### src/rtl/bus_arbiter.sv
// Round-robin shared-bus arbiter: NSRC drivers, NDST loaders, registered bus,
// saturating conflict counter and sticky no-driver load error.
module bus_arbiter #(
  parameter int unsigned WIDTH = 8,
  parameter int unsigned NSRC  = 3,
  parameter int unsigned NDST  = 3,
  parameter int unsigned CNTW  = 8
) (
  input  logic                   clk,
  input  logic                   rst_n,
  input  logic [NSRC-1:0]        src_req,
  input  logic [NSRC*WIDTH-1:0]  src_data,
  input  logic [NDST-1:0]        dst_load,
  output logic [WIDTH-1:0]       bus_data,
  output logic [NSRC-1:0]        src_grant,
  output logic [NDST-1:0]        dst_valid,
  output logic [CNTW-1:0]        conflict_cnt,
  output logic                   load_err
);

  localparam int unsigned PW = (NSRC > 1) ? $clog2(NSRC) : 1;

  logic [PW-1:0]    ptr;
  logic [PW-1:0]    hi_win, lo_win, win, next_ptr;
  logic             hi_found, lo_found;
  logic [WIDTH-1:0] sel_data;
  logic             multi_req;

  // Winner is the lowest requester at or above ptr; failing that, the lowest
  // requester overall (the wrapped part of the search).
  always_comb begin
    hi_found = 1'b0;
    lo_found = 1'b0;
    hi_win   = '0;
    lo_win   = '0;
    for (int unsigned k = 0; k < NSRC; k++) begin
      if (src_req[k] && !lo_found) begin
        lo_found = 1'b1;
        lo_win   = k[PW-1:0];
      end
      if (src_req[k] && !hi_found && (k >= 32'(ptr))) begin
        hi_found = 1'b1;
        hi_win   = k[PW-1:0];
      end
    end
    win = hi_found ? hi_win : lo_win;
  end

  always_comb begin
    sel_data = '0;
    for (int unsigned k = 0; k < NSRC; k++) begin
      if (k == 32'(win)) sel_data = src_data[k*WIDTH +: WIDTH];
    end
  end

  assign next_ptr  = (win == PW'(NSRC - 1)) ? '0 : win + 1'b1;
  assign multi_req = ($countones(src_req) >= 2);

  always_ff @(posedge clk or negedge rst_n) begin
    if (!rst_n) begin
      bus_data     <= '0;
      src_grant    <= '0;
      dst_valid    <= '0;
      ptr          <= '0;
      conflict_cnt <= '0;
      load_err     <= 1'b0;
    end else begin
      if (lo_found) begin
        bus_data  <= sel_data;
        src_grant <= NSRC'(1) << win;
        dst_valid <= dst_load;
        ptr       <= next_ptr;
      end else begin
        src_grant <= '0;
        dst_valid <= '0;
        if (|dst_load) load_err <= 1'b1;
      end
      if (multi_req && (conflict_cnt != '1)) conflict_cnt <= conflict_cnt + 1'b1;
    end
  end

endmodule

### config.mk
export PLATFORM = sky130hd
export DESIGN_NAME = bus_arbiter
export DESIGN_NICKNAME = d
export VERILOG_FILES = /design/src/rtl/bus_arbiter.sv
export SDC_FILE = /design/constraint.sdc
export NUM_CORES = 1
export LEC_CHECK = 0
export CORE_ASPECT_RATIO = 1.4
export CORE_MARGIN = 1
export CORE_UTILIZATION = 45
export DETAILED_ROUTE_END_ITERATION = 16
export PLACE_DENSITY = 0.85
export SKIP_LAST_GASP = 1
export SLEW_MARGIN = 20
export SYNTH_ARGS = -nofsm -noshare
export SYNTH_HDL_FRONTEND = slang
export SYNTH_SLANG_ARGS = --single-unit
### constraint.sdc
create_clock -name clk -period 3.6 [get_ports clk]
set_input_delay 0.72 -clock clk [delete_from_list [all_inputs] [get_ports clk]]
set_output_delay 0.72 -clock clk [all_outputs]
set_load 0.01 [all_outputs]
; After elaboration in Yosys (flattened, before gate mapping)
; Index checks and enable logic that the tools add are counted.
[classes]
add_sub_neg = 4
magnitude_cmp = 4
eq_ne = 4
bitwise = 1
n_shift = 1
n_reduce_logical = 15
mux = 17
[ops]
columns = op, n
row1 = 8-bit two-way mux, 3
row2 = "8-bit by 1-bit adder with 8-bit output, second input constant", 1
row3 = 1-bit logical AND, 8
row4 = 1-bit two-way mux, 8
row5 = 2-bit two-way mux, 4
row6 = "8-bit inequality test, second input constant", 1
row7 = 3-bit two-way mux, 2
row8 = "1-bit by 2-bit >= comparator with 1-bit output, first input constant", 2
row9 = 1-bit zero test, 4
row10 = 2-bit by 1-bit adder with 3-bit output, 1
row11 = "3-bit by 2-bit >= comparator with 1-bit output, second input constant", 1
row12 = 3-bit OR reduction, 1
row13 = "1-bit by 2-bit << shifter with 3-bit output, first input constant", 1
row14 = 1-bit by 1-bit adder with 2-bit output, 1
row15 = "2-bit by 1-bit adder with 2-bit output, second input constant", 1
row16 = "1-bit by 2-bit == test with 1-bit output, first input constant", 1
row17 = "2-bit == test, first input constant", 1
row18 = "2-bit == test, second input constant", 1
row19 = "2-bit >= comparator, first input constant", 1
row20 = 2-bit zero test, 1
row21 = 2-bit AND reduction, 1
row22 = 1-bit NOT, 1
[word_totals]
input_bits = 32
out_inout_bits = 23
elab_cells = 52
ff_bits = 25

; Depth between registers and ports, before layout
; Gate-level depths: netlist of the first run.
[logic_depth]
depth_word = 16
depth_mapped = 6
ltp_nobuf = 6

; Least setup slack after synthesis of the first run
; OpenSTA, ideal clock, no wires.
[synth_path]
path_type = input port to flip-flop
start = in src_req[0]
end = reg bus_data[0]
arrival_ns = 1.626
t_required_ns = 3.477
path_slack_ns = 1.850
stages = 6
setup_time_ns = 0.123
n_path_buf = 2
cell_sequence = buf_2 -> o21ai_2 -> nand2_1 -> buf_2 -> a21oi_2 -> o21ai_1
[synth_between]
elab_chain_cells = 15
elab_cells_between_ends = 28
cone_classes = eq/ne: 2 / mux: 14 / reduce/logical: 12
[synth_rtl]
columns = item, line
row1 = start: declaration, 11  ; input logic [NSRC-1:0] src_req,
row2 = 1-bit logical AND, 41  ; if (src_req[k] && !hi_found && (k >= 32'(ptr))) begin
row3 = 1-bit two-way mux, 41
row4 = 1-bit zero test, 41
row5 = 1-bit logical AND (2 in a row), 41
row6 = 1-bit two-way mux, 41
row7 = 1-bit zero test, 41
row8 = 1-bit logical AND (2 in a row), 41
row9 = 2-bit two-way mux or 1-bit two-way mux (tied branches), 41
row10 = 2-bit two-way mux, 46  ; win = hi_found ? hi_win : lo_win;
row11 = 2-bit zero test, 52  ; if (k == 32'(win)) sel_data = src_data[k*WIDTH +: WIDTH];
row12 = 8-bit two-way mux (3 in a row), 52
row13 = end signal: assignment, 69  ; bus_data <= sel_data;
row14 = end: declaration, 14  ; output logic [WIDTH-1:0] bus_data,
; Several ways; a longest one is shown, not always the timed one.
; A chain may end at the register's enable or synchronous reset.

; Final worst setup path of the first run
[layout_path]
start = in src_req[2]
end = reg bus_data[4]
[layout_between]
elab_chain_cells = 8
elab_cells_between_ends = 14
cone_classes = eq/ne: 2 / mux: 8 / reduce/logical: 4
[layout_rtl]
columns = item, line
row1 = 1-bit logical AND (2 in a row), 41
row2 = 2-bit two-way mux or 1-bit two-way mux (tied branches), 41
row3 = 2-bit two-way mux, 46
row4 = 2-bit zero test, 52
row5 = 8-bit two-way mux (3 in a row), 52
; Several ways; a longest one is shown, not always the timed one.

==> metrics.md, run 1 <==
| Metric | Value |
|---|---|
| Clock buffer count from CTS | `3` |
| Routed length per instance | `between 10 and 15 um` |
| HPWL after DPL | `2460 um` |
| Starting density of the core | `0.489` |
| Arr. time, crit path | `between 2 and 3 ns` |
| Layout cells sized above 1 | `0.0789` |
| Vias per cell | `around 5.6` |
| Htree depth | `1` |
| DRC | `0` |
| Die area | `between 3000 and 4000 um^2` |
| Post-synth top area cell | `dfrtp_1` |
| Routed via count | `approximately 1300` |
| Overall routing resource usage | `0.219` |
| Tmin final | `roughly 2.3 ns` |
| Seq/Total Area, Yosys | `0.474` |
| Length of the first detailed-routing pass in iterations | `4` |
| Hold_buf cts | `0` |
| Seq pwr share | `0.455` |
| CP Capture Type | `register` |
| Critical path startpoint category | `input port` |
| Post-synth top area share | `0.474` |
| Switching part of the total power | `0.339` |
| Layout Nets | `225` |
| CP top delay family | `simple AND/OR/NAND/NOR gates` |
| Clock slew seen by the registers of the worst setup and hold paths | `0.14 ns` |
| Setup repair bufs after CTS | `0` |
| Antenna Cells | `0` |
| Core box area | `2700 um^2` |
| #FFs+latches synth | `25` |
| VDD IR-drop max | `between 0.2 and 0.3 mV` |
| MaxCap Viol Count | `0` |
| Netlist Area Pre-Place | `1320 um^2` |
| Synth unique cells | `35` |
| F_max | `around 430 MHz` |
| Initial antenna violation count | `0` |
| Status | `finished, final reports clean` |
| Final hold vios | `0` |
| CTS tree | `built` |
| Comb pwr share | `0.405` |
| Internal power | `0.601 mW` |
| Hold crit path type | `in2async` |
| Clock Latency Late Sink | `just over 0.3 ns` |
| Slew at the pin closest to its max-slew limit | `approximately 0.84 ns` |
| DP Area | `1870 um^2` |
| Required @ worst endpoint | `between 3 and 4 ns` |
| Yosys warns | `0` |
| RD Place Congestion | `approximately 0.86` |
| Crit-path max FO | `12` |
| CP Buf/Inv Count | `1` |
| Clock tree sinks | `25` |
| First-pass GRT wire length | `about 5000 um` |
| Setup WS pre-CTS | `slightly below 1 ns` |
| CP peak stage delay | `roughly 0.6 ns` |
| Tot Pwr | `approximately 0.9 mW` |
| Final instance area | `1890 um^2` |
| Longest Clk Path Bufs | `2` |
| Final setup margin | `1.28 ns` |
| Die width | `around 48 um` |
| Root buffer cell | `clkbuf_4` |
| Slew margin rel. | `0.437` |
| RSZ-0062 raised after global routing | `false` |
| Cell leakage power | `about 0.78 nW` |
| Post-Synthesis Cells | `about 140` |
| CP max stage cell | `clkdlybuf4s50_1` |
| Most frequent cells in the layout | `53 x clkdlybuf4s50_1, 25 x dfrtp_1, 14 x nand2_1` |
| Post-Route WL | `3090 um` |
| Power per Cell Area | `between 400 and 500 nW/um^2` |
| Ranking of synthesized cells by area | `dfrtp_1 47%, nand2_1 4.0%, a21oi_2 4.0%` |
| # fillers | `222` |
| Final count of pins violating max slew | `0` |
| Prevailing post-synth register cell | `dfrtp_1` |
| IO Pins | `55` |
| Clock power share | `0.140` |
| Final setup vio count | `0` |
| Remaining Overflow, GRT | `0` |
| Cts repair resizes | `0` |
| Routed Antenna Nets | `0` |
| Crit path cell chain | `clkdlybuf4s50_1, nor2b_1, o21ai_2, nand2_1, a21oi_2, o21ai_1` |
| Post-synth EDFFs | `0` |
| Area growth syn-to-layout | `43.4%` |
| Layout Utilization | `0.701` |
| Commonest non-fill, non-tap cell in the layout | `clkdlybuf4s50_1` |
| Port Buf Inserts | `54` |
| Final period util | `0.644` |
| Row cnt | `22` |
| Vias in the first global route | `around 1200` |
| P_sw | `between 0.3 and 0.4 mW` |
| Crit Path Class | `in2reg` |
| Starting DRT DRC Count | `35` |
| Pin count of the biggest net entering global routing | `26` |
| Worst Skew | `approximately 0.0030 ns` |
| Syn Nets | `172` |
| Final TNS setup | `0 ns` |
| Die height | `about 66 um` |
| Synthesized area per cell | `around 9.6 um^2` |
| Post-synth ARST share | `1.00` |
state kept, by name, summed over array words and instances (netlist names):
name	flops
bus_data	8
conflict_cnt	8
dst_valid	3
src_grant	3
ptr	2
load_err	1
final timing paths:
check	to	depth (start not counted)	start	slack, ns
setup / recovery	bus_data[4]$_DFFE_PN0N_	6	src_req[2]	1.28
hold / removal	conflict_cnt[5]$_DFFE_PN0P_	1	rst_n	0.37
setup reg to reg	bus_data[4]$_DFFE_PN0N_	5	ptr[0]$_DFFE_PN0N_	2.01
hold reg to reg	load_err$_DFFE_PN0P_	1	load_err$_DFFE_PN0P_	0.48
max in group asynchronous	conflict_cnt[6]$_DFFE_PN0P_	1	rst_n	2.88
min in group clk	load_err$_DFFE_PN0P_	1	load_err$_DFFE_PN0P_	0.48
synthesized netlist by cell type (4+ instances only):
cell and number:
dfrtp_1 25, nand2_1 14, nor2_1 13, a21oi_1 8, a21oi_2 6, a31o_1 6, nand3_1 6, nor2b_1 6
o21ai_1 6, o22ai_1 6, buf_2 4, nand4_1 4
power by group through the flow:
stage	clock [mW]	sequential (mW)	combinational [mW]
CTS	0.132	0.412	0.373
floorplan	0	0.439	0.145
finish	0.127	0.413	0.368
global route	0.146	0.425	0.401
detailed placement	0	0.417	0.372
global placement	0	0.415	0.358
layout make-up:
class,instances,area [um^2],area share
inverters,4,15.0,0.00794
multi-input cells,103,639,0.338
repair buffers,54,536,0.283
clock buffers,3,22.5,0.0119
flip-flops and latches,25,626,0.331
well taps,36,45.0,0.0238
clock inverters,1,7.51,0.00397
logic make-up after synthesis:
family	after synthesis	share of synthesized area
DFF	25	0.474
adders and majority gates	2	0.0190
xor gates and xnor gates	4	0.0266
muxes	1	0.00854
buffers and inverters	10	0.0408
and+or+nand+nor	53	0.197
AOI/OAI and AO/OA	43	0.233
per-stage QoR:
step	std cells	hold slack [ns]
2_1_floorplan	138	0.424
3_3_place_gp	222	0.441
3_5_place_dp	222	0.448
4_1_cts	226	0.481
5_1_grt	226	0.382
6_report	226	0.367
routing by layer:
layer	GRT usage	vias up	wire length [um]	part of all wire
met5	0	-	0	0
met4	0.0868	0	21	0.0068
met3	0.0328	3	187	0.061
met2	0.367	56	1690	0.55
met1	0.269	608	1190	0.39
li1	-	596	-	-
No activity file was read; power rests on OpenSTA's default activity.
==> run 2, diff against run 1 <==
- CORE_UTILIZATION: 45 -> 42
- PLACE_DENSITY: 0.85 -> 0.8
- clock period: 3.6 -> 2.25 ns (I/O delays scaled with it)
==> metrics.md, run 2 (same netlist as run 1, synthesis figures left out) <==
| Metric | Value |
|---|---|
| Crit-path max FO | `11 (-1)` |
| DRC | `0 (unchanged)` |
| Crit Path Class | `in2reg` |
| Core box area | `2940 um^2 (+8.8%)` |
| Arr. time, crit path | `2.08 ns (-0.45 ns)` |
| MaxCap Viol Count | `0 (unchanged)` |
| Die width | `49.4 um (+3.4%)` |
| Routed length per instance | `14.8 um (+8.6%)` |
| Longest Clk Path Bufs | `2 (unchanged)` |
| Routed via count | `1267 (+0.32%)` |
| Worst r2r path cells | `5 (unchanged)` |
| Setup repair bufs after CTS | `0 (unchanged)` |
| WL met1 | `1370 um (+14%)` |
| Worst r2r dst | `ptr[0]$_DFFE_PN0N_` |
| # fillers | `259 (+17%)` |
| Initial antenna violation count | `0 (unchanged)` |
| Final TNS setup | `0 ns (unchanged)` |
| Required @ worst endpoint | `2.41 ns (-1.40 ns)` |
| Tmin final | `about 1.9 ns` |
| Die area | `3370 um^2 (+6.9%)` |
| Hold crit path type | `reg2reg` |
| Max Used Layer | `met4` |
| Cell leakage power | `0.820 nW (+4.9%)` |
| Cts repair resizes | `0 (unchanged)` |
| Slew at the pin closest to its max-slew limit | `0.546 ns (-0.294 ns)` |
| Clock tree sinks | `25 (unchanged)` |
| Slew margin rel. | `0.635 (+0.198)` |
| Layout Nets | `231 (+2.7%)` |
| Final hold vios | `0 (unchanged)` |
| Commonest non-fill, non-tap cell in the layout | `clkdlybuf4s50_1` |
| Die height | `68.3 um (+3.4%)` |
| Clock Latency Late Sink | `0.27 ns (-0.04 ns)` |
| Power per Cell Area | `780 nW/um^2 (+62%)` |
| Reg2reg start | `ptr[0]$_DFFE_PN0N_` |
| Critical path startpoint category | `input port` |
| Routed Antenna Nets | `0 (unchanged)` |
| Vias in the first global route | `1236 (+3.4%)` |
| Worst setup startpoint | `src_req[0]` |
| Crit path to | `bus_data[4]$_DFFE_PN0N_` |
| Overall routing resource usage | `0.211 (-0.00821)` |
| Met3 wire len | `121 um (-35%)` |
| Worst Skew | `0.00406 ns (+0.00103 ns)` |
| Area growth syn-to-layout | `48.4%` |
| Hold_buf cts | `0 (unchanged)` |
| Final count of pins violating max slew | `0 (unchanged)` |
| Clock buffer count from CTS | `3 (unchanged)` |
| Remaining Overflow, GRT | `0 (unchanged)` |
| F_max | `slightly above 500 MHz` |
| Tot Pwr | `1.53 mW (+68%)` |
| HPWL after DPL | `2670 um (+8.4%)` |
| Clock slew seen by the registers of the worst setup and hold paths | `0.08 ns (-0.06 ns)` |
| CP Capture Type | `register` |
| Post-Route WL | `3460 um (+12%)` |
| Starting density of the core | `0.449 (-0.0396)` |
| RD Place Congestion | `0.755 (-12%)` |
| Final setup vio count | `0 (unchanged)` |
| Antenna Cells | `0 (unchanged)` |
| First-pass GRT wire length | `5330 um (+4.3%)` |
| Biggest regs | `bus_data (8), conflict_cnt (8)` |
| Port Buf Inserts | `54 (unchanged)` |
| IO Pins | `55 (unchanged)` |
| Pin count of the biggest net entering global routing | `26 (unchanged)` |
| VDD IR-drop max | `0.546 mV (+96%)` |
| Row cnt | `23 (+4.5%)` |
| Layout Utilization | `0.667 (-0.0342)` |
| CTS tree | `built` |
| Htree depth | `1 (unchanged)` |
| Layout cells sized above 1 | `0.0969 (+0.0180)` |
| RSZ-0062 raised after global routing | `false` |
| Met2 wire len | `1910 um (+13%)` |
| Final period util | `0.856` |
| Length of the first detailed-routing pass in iterations | `4 (unchanged)` |
| Most frequent cells in the layout | `54 x clkdlybuf4s50_1, 25 x dfrtp_1, 14 x nand2_1` |
| Flop-to-flop setup slack | `0.63 ns (-1.38 ns)` |
| Vias per cell | `5.44 (-2.7%)` |
| Status | `finished, final reports clean` |
| Root buffer cell | `clkbuf_8` |
| Starting DRT DRC Count | `41 (+17%)` |
-- run 2: changes by cell type in the layout (fill, tap and decap cells not counted), sizes merged --
| cell | delta |
|---|---|
| clkbuf | +1 |
| buf | +5 |
| clkinvlp | -1 |
| clkdlybuf4s50 | +1 |
-- run 2: how the worst min path moves through the flow --
stage / end / slack (ns) / startpoint / depth (start not counted)
floorplan: bus_data[0]$_DFFE_PN0N_ / 0.15 / rst_n / 0
finish: load_err$_DFFE_PN0P_ / 0.48 / load_err$_DFFE_PN0P_ / 1
global route: load_err$_DFFE_PN0P_ / 0.51 / load_err$_DFFE_PN0P_ / 1
global placement: load_err$_DFFE_PN0P_ / 0.44 / load_err$_DFFE_PN0P_ / 1
detailed placement: load_err$_DFFE_PN0P_ / 0.46 / load_err$_DFFE_PN0P_ / 1
CTS: load_err$_DFFE_PN0P_ / 0.48 / load_err$_DFFE_PN0P_ / 1
-- run 2: power by group --
| part | switching [mW] | internal (mW) | total, mW |
|---|---|---|---|
| logic | 0.256 | 0.343 | 0.599 |
| clock network | 0.133 | 0.126 | 0.260 |
| registers | 0.110 | 0.557 | 0.667 |
| total | 0.499 | 1.03 | 1.53 |
-- run 2: critical path, stage by stage --
cell,delay (ns)
clkdlybuf4s50_1,0.50
buf_4,0.20
a21boi_4,0.22
nand2_1,0.37
a21oi_2,0.27
o21ai_1,0.07
-- run 2: final cells by class --
cell class              count  area (um^2)  area share
flip-flops and latches     25          626       0.320
well taps                  37         46.3      0.0237
inverters                   4         15.0     0.00767
multi-input cells         103          639       0.327
clock buffers               4         45.0      0.0230
repair buffers             60          586       0.299
-- run 2: metrics by stage --
stage / worst slack, ns / instance area [um^2] / std cells / hold slack, ns
5_1_grt: 0.185 / 1960 / 233 / 0.511
4_1_cts: 0.346 / 1960 / 233 / 0.483
3_3_place_gp: 0.130 / 1910 / 229 / 0.440
3_5_place_dp: 0.0636 / 1910 / 229 / 0.463
2_1_floorplan: 0.770 / 1320 / 138 / 0.154
6_report: 0.324 / 1960 / 233 / 0.478
-- run 2: layer usage --
| layer | vias to the layer above | track usage |
|---|---|---|
| li1 | 608 | - |
| met1 | 617 | 0.229 |
| met2 | 35 | 0.411 |
| met3 | 7 | 0.0267 |
| met4 | 0 | 0.0846 |
| met5 | - | 0 |
